==> src/rtl/bram_port_arbiter.sv <==
// Two-port arbiter for the single-port vector BRAM: round-robin grant, burst
// ownership with a length watchdog, and in-order 1-cycle read responses.
module bram_port_arbiter #(
  parameter int DATA_WIDTH = 128,
  parameter int DEPTH      = 256,
  parameter int MAX_BURST  = 16,
  localparam int ADDR_W    = $clog2(DEPTH)
) (
  input  logic                  clk,
  input  logic                  rst_n,
  input  logic [1:0]            req_valid,
  output logic [1:0]            req_ready,
  input  logic [1:0]            req_we,
  input  logic [1:0]            req_last,
  input  logic [ADDR_W-1:0]     req_addr0,
  input  logic [ADDR_W-1:0]     req_addr1,
  input  logic [DATA_WIDTH-1:0] req_wdata0,
  input  logic [DATA_WIDTH-1:0] req_wdata1,
  output logic [1:0]            rsp_valid,
  output logic [DATA_WIDTH-1:0] rsp_rdata,
  output logic                  burst_err,
  output logic [ADDR_W-1:0]     mem_addr,
  output logic [DATA_WIDTH-1:0] mem_data_in,
  output logic                  mem_we,
  output logic                  mem_re,
  input  logic [DATA_WIDTH-1:0] mem_data_out
);

  typedef enum logic [1:0] {IDLE, OWN0, OWN1} state_e;

  state_e     state_q, state_d;
  logic       prio_q, prio_d;
  logic [7:0] beat_cnt_q, beat_cnt_d;
  logic [1:0] rsp_port_q, rsp_port_d;
  logic       burst_err_q, burst_err_d;

  logic [1:0] accept;
  logic       win;
  logic [8:0] cnt_inc;
  logic       cap_hit;

  always_ff @(posedge clk or negedge rst_n) begin
    if (!rst_n) begin
      state_q     <= IDLE;
      prio_q      <= 1'b0;
      beat_cnt_q  <= '0;
      rsp_port_q  <= '0;
      burst_err_q <= 1'b0;
    end else begin
      state_q     <= state_d;
      prio_q      <= prio_d;
      beat_cnt_q  <= beat_cnt_d;
      rsp_port_q  <= rsp_port_d;
      burst_err_q <= burst_err_d;
    end
  end

  always_comb begin
    state_d     = state_q;
    prio_d      = prio_q;
    beat_cnt_d  = beat_cnt_q;
    rsp_port_d  = '0;
    burst_err_d = 1'b0;
    req_ready   = '0;
    mem_addr    = '0;
    mem_data_in = '0;
    mem_we      = 1'b0;
    mem_re      = 1'b0;

    unique case (state_q)
      IDLE: begin
        if (req_valid == 2'b11) req_ready = prio_q ? 2'b10 : 2'b01;
        else                    req_ready = req_valid;
      end
      OWN0:    req_ready = {1'b0, req_valid[0]};
      OWN1:    req_ready = {req_valid[1], 1'b0};
      default: req_ready = '0;
    endcase
    // Ready is combinational, so it must be forced low while reset is held.
    if (!rst_n) req_ready = '0;

    accept  = req_ready & req_valid;
    win     = accept[1];
    cnt_inc = {1'b0, beat_cnt_q} + 9'd1;
    cap_hit = (cnt_inc == 9'(MAX_BURST));

    if (|accept) begin
      mem_addr    = win ? req_addr1  : req_addr0;
      mem_data_in = win ? req_wdata1 : req_wdata0;
      mem_we      = req_we[win];
      mem_re      = ~req_we[win];
      rsp_port_d  = req_we[win] ? 2'b00 : accept;
      if (req_last[win] || cap_hit) begin
        state_d     = IDLE;
        prio_d      = ~win;
        beat_cnt_d  = '0;
        burst_err_d = ~req_last[win] & cap_hit;
      end else begin
        state_d    = win ? OWN1 : OWN0;
        beat_cnt_d = cnt_inc[7:0];
      end
    end
  end

  assign rsp_valid = rsp_port_q;
  assign rsp_rdata = (|rsp_port_q) ? mem_data_out : '0;
  assign burst_err = burst_err_q;

endmodule

==> config.mk <==
export PLATFORM = sky130hd
export DESIGN_NAME = bram_port_arbiter
export DESIGN_NICKNAME = d
export VERILOG_FILES = /design/src/rtl/bram_port_arbiter.sv
export SDC_FILE = /design/constraint.sdc
export NUM_CORES = 1
export LEC_CHECK = 0
export ABC_AREA = 1
export ABC_CLOCK_PERIOD_IN_PS = 1500
export BUFFER_PORTS_ARGS = -buffer_cell sky130_fd_sc_hd__buf_2
export CORE_AREA = 2 2 262 264
export CTS_CLUSTER_DIAMETER = 30
export CTS_CLUSTER_SIZE = 28
export DETAILED_ROUTE_END_ITERATION = 7
export DIE_AREA = 0 0 264 266
export PLACE_DENSITY = 0.33
export REMOVE_ABC_BUFFERS = 1
export SLEW_MARGIN = 15
export SYNTH_ARGS = -nofsm -noshare
export SYNTH_HDL_FRONTEND = slang
export SYNTH_SLANG_ARGS = --single-unit
==> constraint.sdc <==
create_clock -name clk -period 1.5 [get_ports clk]
set_input_delay 0.15 -clock clk [delete_from_list [all_inputs] [get_ports clk]]
set_output_delay 0.15 -clock clk [all_outputs]
set_load 0.02 [all_outputs]
==> results_dict.tcl, run 1 <==
set metrics [dict create \
    drc 0 \
    fin_nets 1711 \
    final-hold-violation-count 0 \
    yosys.area.top_type "a22o_1" \
    synthToLayoutAreaGrowth_pct 261 \
    cp.arrival_ns 1.78 \
    cp-end-kind "output pin" \
    antenna_left 0 \
    final_cells 2195 \
    ir_worst_vdd_uv 366 \
    antenna_found_initial 30 \
    setup_viol 281 \
    portBuffers 678 \
    fin_crit_ns 1.93 \
    grt_pass1_vias 7322 \
    clock_sinks 14 \
    synth_area_leaders "a22o_1, nor2_1, inv_1" \
    wl_per_cell_um 22.5 \
    synthCells 545 \
    synthArstFlopShare_pct 100 \
    ios 679 \
    synth.top_cell.area_share_pct 37.2 \
    timing.critical_path.slowest_cell_delay_ns 0.38 \
    powerDensity_nw_per_um2 156 \
    dpl.cell_count 2114 \
    grt_pass1_wl_um 60600 \
    cts_root_buffer "clkbuf_16" \
    cap_violations 0 \
    cp_cell_sequence "inv_2 -> buf_6 -> nand3_4 -> nand2_4 -> inv_8 -> buf_12 -> buf_12 -> buf_12 -> a22o_1 -> buf_6" \
    status "complete, but fails checks" \
    die_y_um 266 \
    vias_per_cell 3.33 \
    rows 96 \
    slew_violations 0 \
    ys_seq_elements 14 \
    hpwl_um 40200 \
    crit_family "buffers and inverters" \
    grt-ovfl-total 0 \
    firstDrtPassIters 4 \
    worst-path-max-fanout 8 \
    final.period_utilization_pct 129 \
    grt.total_usage_pct 12.5 \
    ys_types 24 \
    cts_tree "built" \
    clock_latency_ns 0.24 \
    ys_seq_area_share_pct 11.1 \
    relSlewSlack_pct 83.0 \
    syn_area_um2 3150 \
    critical_path_class "reg2out" \
    required_ns 1.35 \
    finClkSkew_ns 0.00124 \
    setup_slack_ns -0.430 \
    ys.warnings.count 0 \
    die_w_um 264 \
    leakage_nw 6.15 \
    totalNegativeSetupSlack_ns -78.06 \
    synth_ff_type "dfrtp_1" \
    final_common_cell "buf_2" \
    fmax_ghz 0.518 \
    hold_class "in2reg" \
    grt_setup_unrepaired "true" \
    die-area_um2 70200 \
    initial_utilization_pct 4.66 \
    core_um2 67700 \
    violations "negative setup slack" \
    clk_pin_slew_ns 0.05 \
    worst-slew-pin-transition_ns 0.255 \
    final_layout_size_suffix_gt1_share_pct 71.6 \
    drt-total-wl_um 49300 \
    clock_path_buffers 2 \
    grt_max_degree 49 \
    htree_levels 1 \
    place.gp.congestion 0.896 \
    syn_avg_cell_area_um2 5.79 \
    drt_iter0_drc 253 \
    cts_made_buffers 3 \
    critPathBufInv 7 \
    cpMostUsedCell "buf_12" \
    via_count 7317 \
    start_kind "flop" \
    final_cell_mix "buf_2, buf_6, inv_1" \
    synth_edf_count 0 \
    dp_slack_ns -0.325 \
    cp_slowest_cell "dfrtp_1" \
]
==> sequential cells by signal, summed over array words and instances, names as in the netlist <==
signal      cells
beat_cnt_q      8
burst_err       1
prio_q          1
rsp_valid       2
state_q         2
==> what timing repair did <==
item | in CTS | in global routing
gates resized for setup | 406 | 216
pin swaps | 21 | 16
setup buffers | 28 | 17
setup endpoints to repair | 279 | 281
hold buffers | 1 | 0
hold endpoints to repair | 14 | 0
gates cloned | 18 | 13
==> tightest hold or removal path, cell delays in order <==
cell and delay (ns):
buf_2 0.10, nor2_4 0.04, buf_4 0.12
==> layer usage <==
layer  up-vias  global-route usage [%]  wire length, µm
met5         -                       0               43
met4         8                    2.95             1620
met3        62                    5.34             5260
met2       468                    23.9            25600
met1      3486                    12.5            16700
li1       3293                       -                -
==> layout make-up <==
cell class,instances,area (µm²)
flip-flops and latches,14,353
inverters,143,549
fillers,7696,56400
diodes,12,30.0
multi-input cells,343,2840
clock buffers,4,88.8
repair buffers,797,6420
well taps,882,1100
==> path summary, 6_finish.rpt <==
kind / from / cells after the start / slack [ns] / end
setup reg to reg: state_q[1] / 12 / -0.23 / beat_cnt_q[2]
hold / removal: req_we[1] / 3 / 0.20 / rsp_valid[1]
max in group asynchronous: rst_n / 3 / 0.83 / rsp_valid[0]
setup / recovery: state_q[0] / 10 / -0.43 / mem_data_in[44]
min in group asynchronous: rst_n / 3 / 0.41 / state_q[1]
hold reg to reg: beat_cnt_q[7] / 2 / 0.57 / beat_cnt_q[7]
==> cell families after synthesis <==
| family | Yosys count | synth area share (%) |
|---|---|---|
| AOI/OAI and AO/OA | 150 | 40.5 |
| xor gates and xnor gates | 2 | 0.555 |
| adders and majority gates | 1 | 0.397 |
| buffers and inverters | 189 | 24.1 |
| DFF | 14 | 11.1 |
| and+or+nand+nor | 189 | 23.3 |
==> Yosys cell counts, types with 2 or more instances <==
cell type  count
buf_4          2
nor2_2         2
clkbuf_1      14
a21oi_1        3
xor2_1         2
dfrtp_1       14
inv_1        142
a22o_1       134
nand3_1        8
nand2_1       30
nor2_1       145
o22ai_1        6
nand2_2        2
buf_2         29
o21ai_2        3
==> where the power goes <==
| group | internal (mW) | switching (mW) | total (mW) |
|---|---|---|---|
| Sequential | 0.378 | 0 | 0.378 |
| Clock | 0.405 | 0.172 | 0.577 |
| Combinational | 0.416 | 0.404 | 0.820 |
| Total | 1.20 | 0.576 | 1.78 |
==> metrics by stage <==
step / util [%] / power [mW] / area, µm² / hold slack, ns
after floorplan: - / 0.459 / 2930 / -0.146
after global placement: 12.1 / 1.13 / 8200 / 0.0879
after detailed placement: 12.1 / 1.12 / 8200 / 0.0835
after CTS: 15.4 / 1.76 / 10400 / 0.197
after global routing: 16.8 / 1.86 / 11400 / 0.216
final: 16.8 / 1.78 / 11400 / 0.201
Note: power is estimated with default switching activity, not from simulation.
==> run 2: changes to the inputs <==
Settings changed: SKIP_LAST_GASP from default to 1.
==> results_dict.tcl, run 2 (same netlist as run 1, synthesis figures left out) <==
set metrics [dict create \
    grt.total_usage_pct 12.5 \
    fin_crit_ns 1.95 \
    drc 0 \
    hpwl_um 40200 \
    grt_pass1_wl_um 60500 \
    totalNegativeSetupSlack_ns -80.58 \
    die_y_um 266 \
    timing.critical_path.slowest_cell_delay_ns 0.37 \
    stdcell_area_um2 11800 \
    initial_utilization_pct 4.66 \
    placed_area_um2 8200 \
    start_kind "flop" \
    wl_per_cell_um 22.8 \
    final_layout_size_suffix_gt1_share_pct 74.6 \
    cp.arrival_ns 1.80 \
    dp_slack_ns -0.325 \
    clock_path_buffers 2 \
    fin_nets 1720 \
    cts_tree "built" \
    drt-total-wl_um 50200 \
    cp-startpoint "state_q[1]" \
    worst-slew-pin-transition_ns 0.309 \
    required_ns 1.35 \
    largest_register "beat_cnt_q" \
    dpl.cell_count 2114 \
    setup_viol 281 \
    relSlewSlack_pct 79.3 \
    combPwrFrac_pct 46.9 \
    slew_violations 0 \
    portBuffers 678 \
    fmax_ghz 0.513 \
    powerDensity_nw_per_um2 153 \
    grt-ovfl-total 0 \
    core_um2 67700 \
    final_cells 2200 \
    cpMostUsedCell "buf_12" \
    final.period_utilization_pct 130 \
    htree_levels 1 \
    worst-path-max-fanout 12 \
    cp-end-kind "output pin" \
    clk_pin_slew_ns 0.05 \
    die-area_um2 70200 \
    worstHoldStart "req_we[1]" \
    largest_register_ffs 8 \
    drt_iter0_drc 246 \
    critical_path_class "reg2out" \
    cap_violations 0 \
    die_w_um 264 \
    finClkSkew_ns 0.00158 \
    cts_made_buffers 3 \
    firstDrtPassIters 4 \
    swShare_pct 33.1 \
    ir_worst_vdd_uv 370 \
    p_clk_share_pct 32.2 \
    p_sw_mw 0.599 \
    place.gp.congestion 0.896 \
    intPower_mw 1.21 \
    antenna_left 0 \
    clock_latency_ns 0.25 \
    final-hold-violation-count 0 \
    cts_root_buffer "clkbuf_16" \
    vias_per_cell 3.36 \
    clock_sinks 14 \
    rows 96 \
    status "complete, but fails checks" \
    total_power_mw 1.81 \
    synthToLayoutAreaGrowth_pct 275 \
    hold_class "in2reg" \
    cp_slowest_cell "dfrtp_1" \
    seq_power_share_pct 20.9 \
    final_cell_mix "buf_2, buf_6, inv_1" \
    final_common_cell "buf_2" \
    antenna_found_initial 30 \
    grt_setup_unrepaired "true" \
    r2r-start "state_q[0]" \
    cp_cell_sequence "inv_2 -> nand2_4 -> nor2_4 -> nor2_4 -> buf_12 -> buf_12 -> buf_12 -> a22o_1 -> buf_6" \
    grt_max_degree 49 \
    leakage_nw 6.24 \
    grt_pass1_vias 7275 \
    violations "negative setup slack" \
    ios 679 \
    setup_slack_ns -0.450 \
    via_count 7382 \
]
-- run 2: changes by cell type in the layout (fill, tap and decap cells not counted), moves of 5 or more --
cell	change
buf_6	+5
nor2_4	+20
buf_2	-21
nor2_1	-22
buf_4	+13
-- run 2: worst paths after layout --
check	cells after the start	endpoint	slack, ns
min in group asynchronous	3	state_q[1]	0.42
setup / recovery	9	mem_data_in[16]	-0.45
max in group asynchronous	3	beat_cnt_q[3]	0.83
setup reg to reg	9	beat_cnt_q[3]	-0.17
hold reg to reg	2	beat_cnt_q[7]	0.57
hold / removal	3	rsp_valid[1]	0.20
-- run 2: power by group through the flow --
stage | combinational [mW] | clock, mW | sequential, mW
floorplan | 0.0738 | 0 | 0.385
detailed placement | 0.731 | 0 | 0.385
global placement | 0.746 | 0 | 0.385
CTS | 0.789 | 0.589 | 0.378
finish | 0.849 | 0.582 | 0.378
global route | 0.912 | 0.605 | 0.378
-- run 2: layout make-up --
cell class                 count  area (µm²)
antenna                        8        20.0
clock buffer                   4        88.8
timing repair buffer         806        6630
sequential                    14         355
multi-input combinational    343        3080
fill                        7628       55900
inverter                     143         549
tap                          882        1100
-- run 2: repair_timing --
action | CTS | global route
hold buffers | 1 | 0
pin swaps | 21 | 26
setup endpoints to repair | 279 | 281
endpoints found under the hold margin | 14 | 0
resized for setup | 345 | 386
setup buffers | 28 | 30
cloned | 18 | 15
-- run 2: critical path: cells and delay by family (launching register included) --
kind	cells	cell delay (ns)
AO/OA/AOI/OAI	1	0.26
buffers and inverters	5	0.67
flip-flops	1	0.37
AND/OR/NAND/NOR	3	0.23
-- run 2: per-stage QoR --
| step | util (%) | hold WS [ns] |
|---|---|---|
| after floorplan | - | -0.146 |
| after global placement | 12.1 | 0.0879 |
| after detailed placement | 12.1 | 0.0835 |
| after CTS | 15.1 | 0.197 |
| after global routing | 17.4 | 0.216 |
| final | 17.5 | 0.200 |
-- run 2: layer usage --
layer | share of wire, % | global-route usage, % | wire length [µm] | vias up
met2 | 51 | 23.7 | 25700 | 502
li1 | - | - | - | 3305
met5 | 0.086 | 0 | 43 | -
met1 | 34 | 12.5 | 17100 | 3496
met3 | 10 | 5.29 | 5190 | 71
met4 | 4.3 | 3.36 | 2150 | 8
==> run 3: changes to the inputs <==
Settings changed: ABC_CLOCK_PERIOD_IN_PS 1500 to 2200, CORE_AREA 2 2 262 264 to 2 2 260 262, DIE_AREA 0 0 264 266 to 0 0 262 264, PLACE_DENSITY 0.33 to 0.32.
Clock period 1.5 ns to 2.2 ns, I/O delays scaled along.
==> results_dict.tcl, run 3 (same netlist as run 1, synthesis figures left out) <==
set metrics [dict create \
    via_count 6588 \
    largest_register "beat_cnt_q" \
    antenna_left 0 \
    largest_register_ffs 8 \
    clk_pin_slew_ns 0.05 \
    slew_violations 0 \
    hold_class "in2reg" \
    r2r-start "state_q[1]" \
    cp-end-kind "output pin" \
    die-area_um2 69200 \
    p_sw_mw 0.320 \
    cp_slowest_cell "dfrtp_1" \
    finClkSkew_ns 0.00287 \
    setup_viol 0 \
    final_cell_mix "buf_2, nor2_1, inv_1" \
    hpwl_um 37700 \
    hold_ws_ns 0.315 \
    drt-total-wl_um 41900 \
    drt_iter0_drc 324 \
    required_ns 1.98 \
    clock_sinks 14 \
    grt_setup_unrepaired "true" \
    start_kind "flop" \
    reg2reg_setup_slack_ns 0.31 \
    wl_per_cell_um 20.0 \
    ios 679 \
    cp_cell_sequence "inv_1 -> nand2_1 -> nor2_1 -> nor2_4 -> inv_2 -> nor2_1 -> or2_2 -> nor2_1 -> clkbuf_4" \
    die_w_um 262 \
    final_common_cell "buf_2" \
    final_layout_size_suffix_gt1_share_pct 59.9 \
    cts_root_buffer "clkbuf_16" \
    worst-slew-pin-transition_ns 0.559 \
    cpMostUsedCell "nor2_1" \
    crit_family "simple AND/OR/NAND/NOR gates" \
    place.gp.congestion 0.955 \
    synthToLayoutAreaGrowth_pct 154 \
    cts_tree "built" \
    combPwrFrac_pct 42.6 \
    clock_latency_ns 0.25 \
    critical_path_class "reg2out" \
    timing.critical_path.slowest_cell_delay_ns 0.35 \
    cts_made_buffers 3 \
    intPower_mw 0.809 \
    final.period_utilization_pct 94.2 \
    swShare_pct 28.3 \
    clock_path_buffers 2 \
    die_y_um 264 \
    grt.total_usage_pct 10.9 \
    firstDrtPassIters 4 \
    rr_endpoint "prio_q" \
    leakage_nw 5.21 \
    powerDensity_nw_per_um2 141 \
    hold_depth 3 \
    worstHoldStart "req_we[1]" \
    grt_pass1_wl_um 51900 \
    htree_levels 1 \
    cap_violations 0 \
    num-fill-cells 7878 \
    cp.arrival_ns 1.85 \
    p_clk_share_pct 34.6 \
    fmax_ghz 0.482 \
    hold-path-endpoint "rsp_valid[1]" \
    rows 95 \
    worst-path-max-fanout 5 \
    critPathBufInv 3 \
    antenna_found_initial 21 \
    grt_pass1_vias 6258 \
    grt_max_degree 129 \
    drc 0 \
    ir_worst_vdd_uv 158 \
    initial_utilization_pct 4.74 \
    seq_power_share_pct 22.8 \
    r2r_cells 11 \
    grt-ovfl-total 0 \
    status "complete, no violations" \
    final-hold-violation-count 0 \
    fin_crit_ns 2.07 \
    relSlewSlack_pct 62.8 \
    portBuffers 678 \
    core_um2 66600 \
    finish.utilization_pct 12.0 \
    fin_nets 1626 \
    vias_per_cell 3.14 \
]
-- run 3: how the worst max path moves through the flow --
| stage | from | endpoint | slack [ns] | depth (start not counted) |
|---|---|---|---|---|
| after floorplan | rsp_valid[1] | rsp_rdata[0] | -3.12 | 2 |
| after global placement | state_q[0] | mem_re | 0.23 | 9 |
| after detailed placement | rst_n | mem_re | 0.23 | 9 |
| after CTS | state_q[0] | mem_data_in[29] | 0.06 | 7 |
| after global routing | state_q[1] | mem_we | -0.02 | 9 |
| final | state_q[1] | mem_we | 0.13 | 9 |
-- run 3: through the flow --
step	instances	setup WS, ns	instance area (µm²)	TNS [ns]	power [mW]
floorplan	499	-3.12	2930	-681.73	0.313
global placement	2079	0.231	7790	0	0.753
detailed placement	2079	0.227	7790	0	0.746
CTS	2085	0.0623	7900	0	1.15
global route	2089	-0.0213	7990	-0.0369	1.20
finish	2095	0.127	8000	0	1.13
-- run 3: tightest hold or removal path: cells and delay by family --
family	cells	cell delay, ns
buffers and inverters	2	0.24
and+or+nand+nor	1	0.06
-- run 3: cell type report --
cell class | instances | area (µm²) | area share [%]
inverters | 143 | 542 | 6.77
repair buffers | 713 | 3850 | 48.1
flip-flops and latches | 14 | 350 | 4.38
well taps | 873 | 1090 | 13.6
clock buffers | 4 | 88.8 | 1.11
diodes | 6 | 15.0 | 0.188
multi-input cells | 342 | 2060 | 25.8
-- run 3: power groups by stage --
stage	clock network, mW	registers [mW]	logic, mW
4_1_cts	0.400	0.258	0.490
3_3_place_gp	0	0.262	0.491
2_1_floorplan	0	0.262	0.0503
3_5_place_dp	0	0.262	0.484
5_1_grt	0.409	0.258	0.536
6_report	0.390	0.258	0.481
-- run 3: layer usage --
layer  GRT usage, %  wire length [µm]
met5              0                11
met4          0.763               408
met3           3.81              4580
met2           20.3             20800
met1           12.3             16100
-- run 3: what timing repair did --
item,CTS,global route
setup endpoints to repair,1,70
pin swaps,0,1
cloned,0,2
resized for setup,1,6
hold endpoints to repair,5,0
setup buffers,0,2
hold buffers,2,0
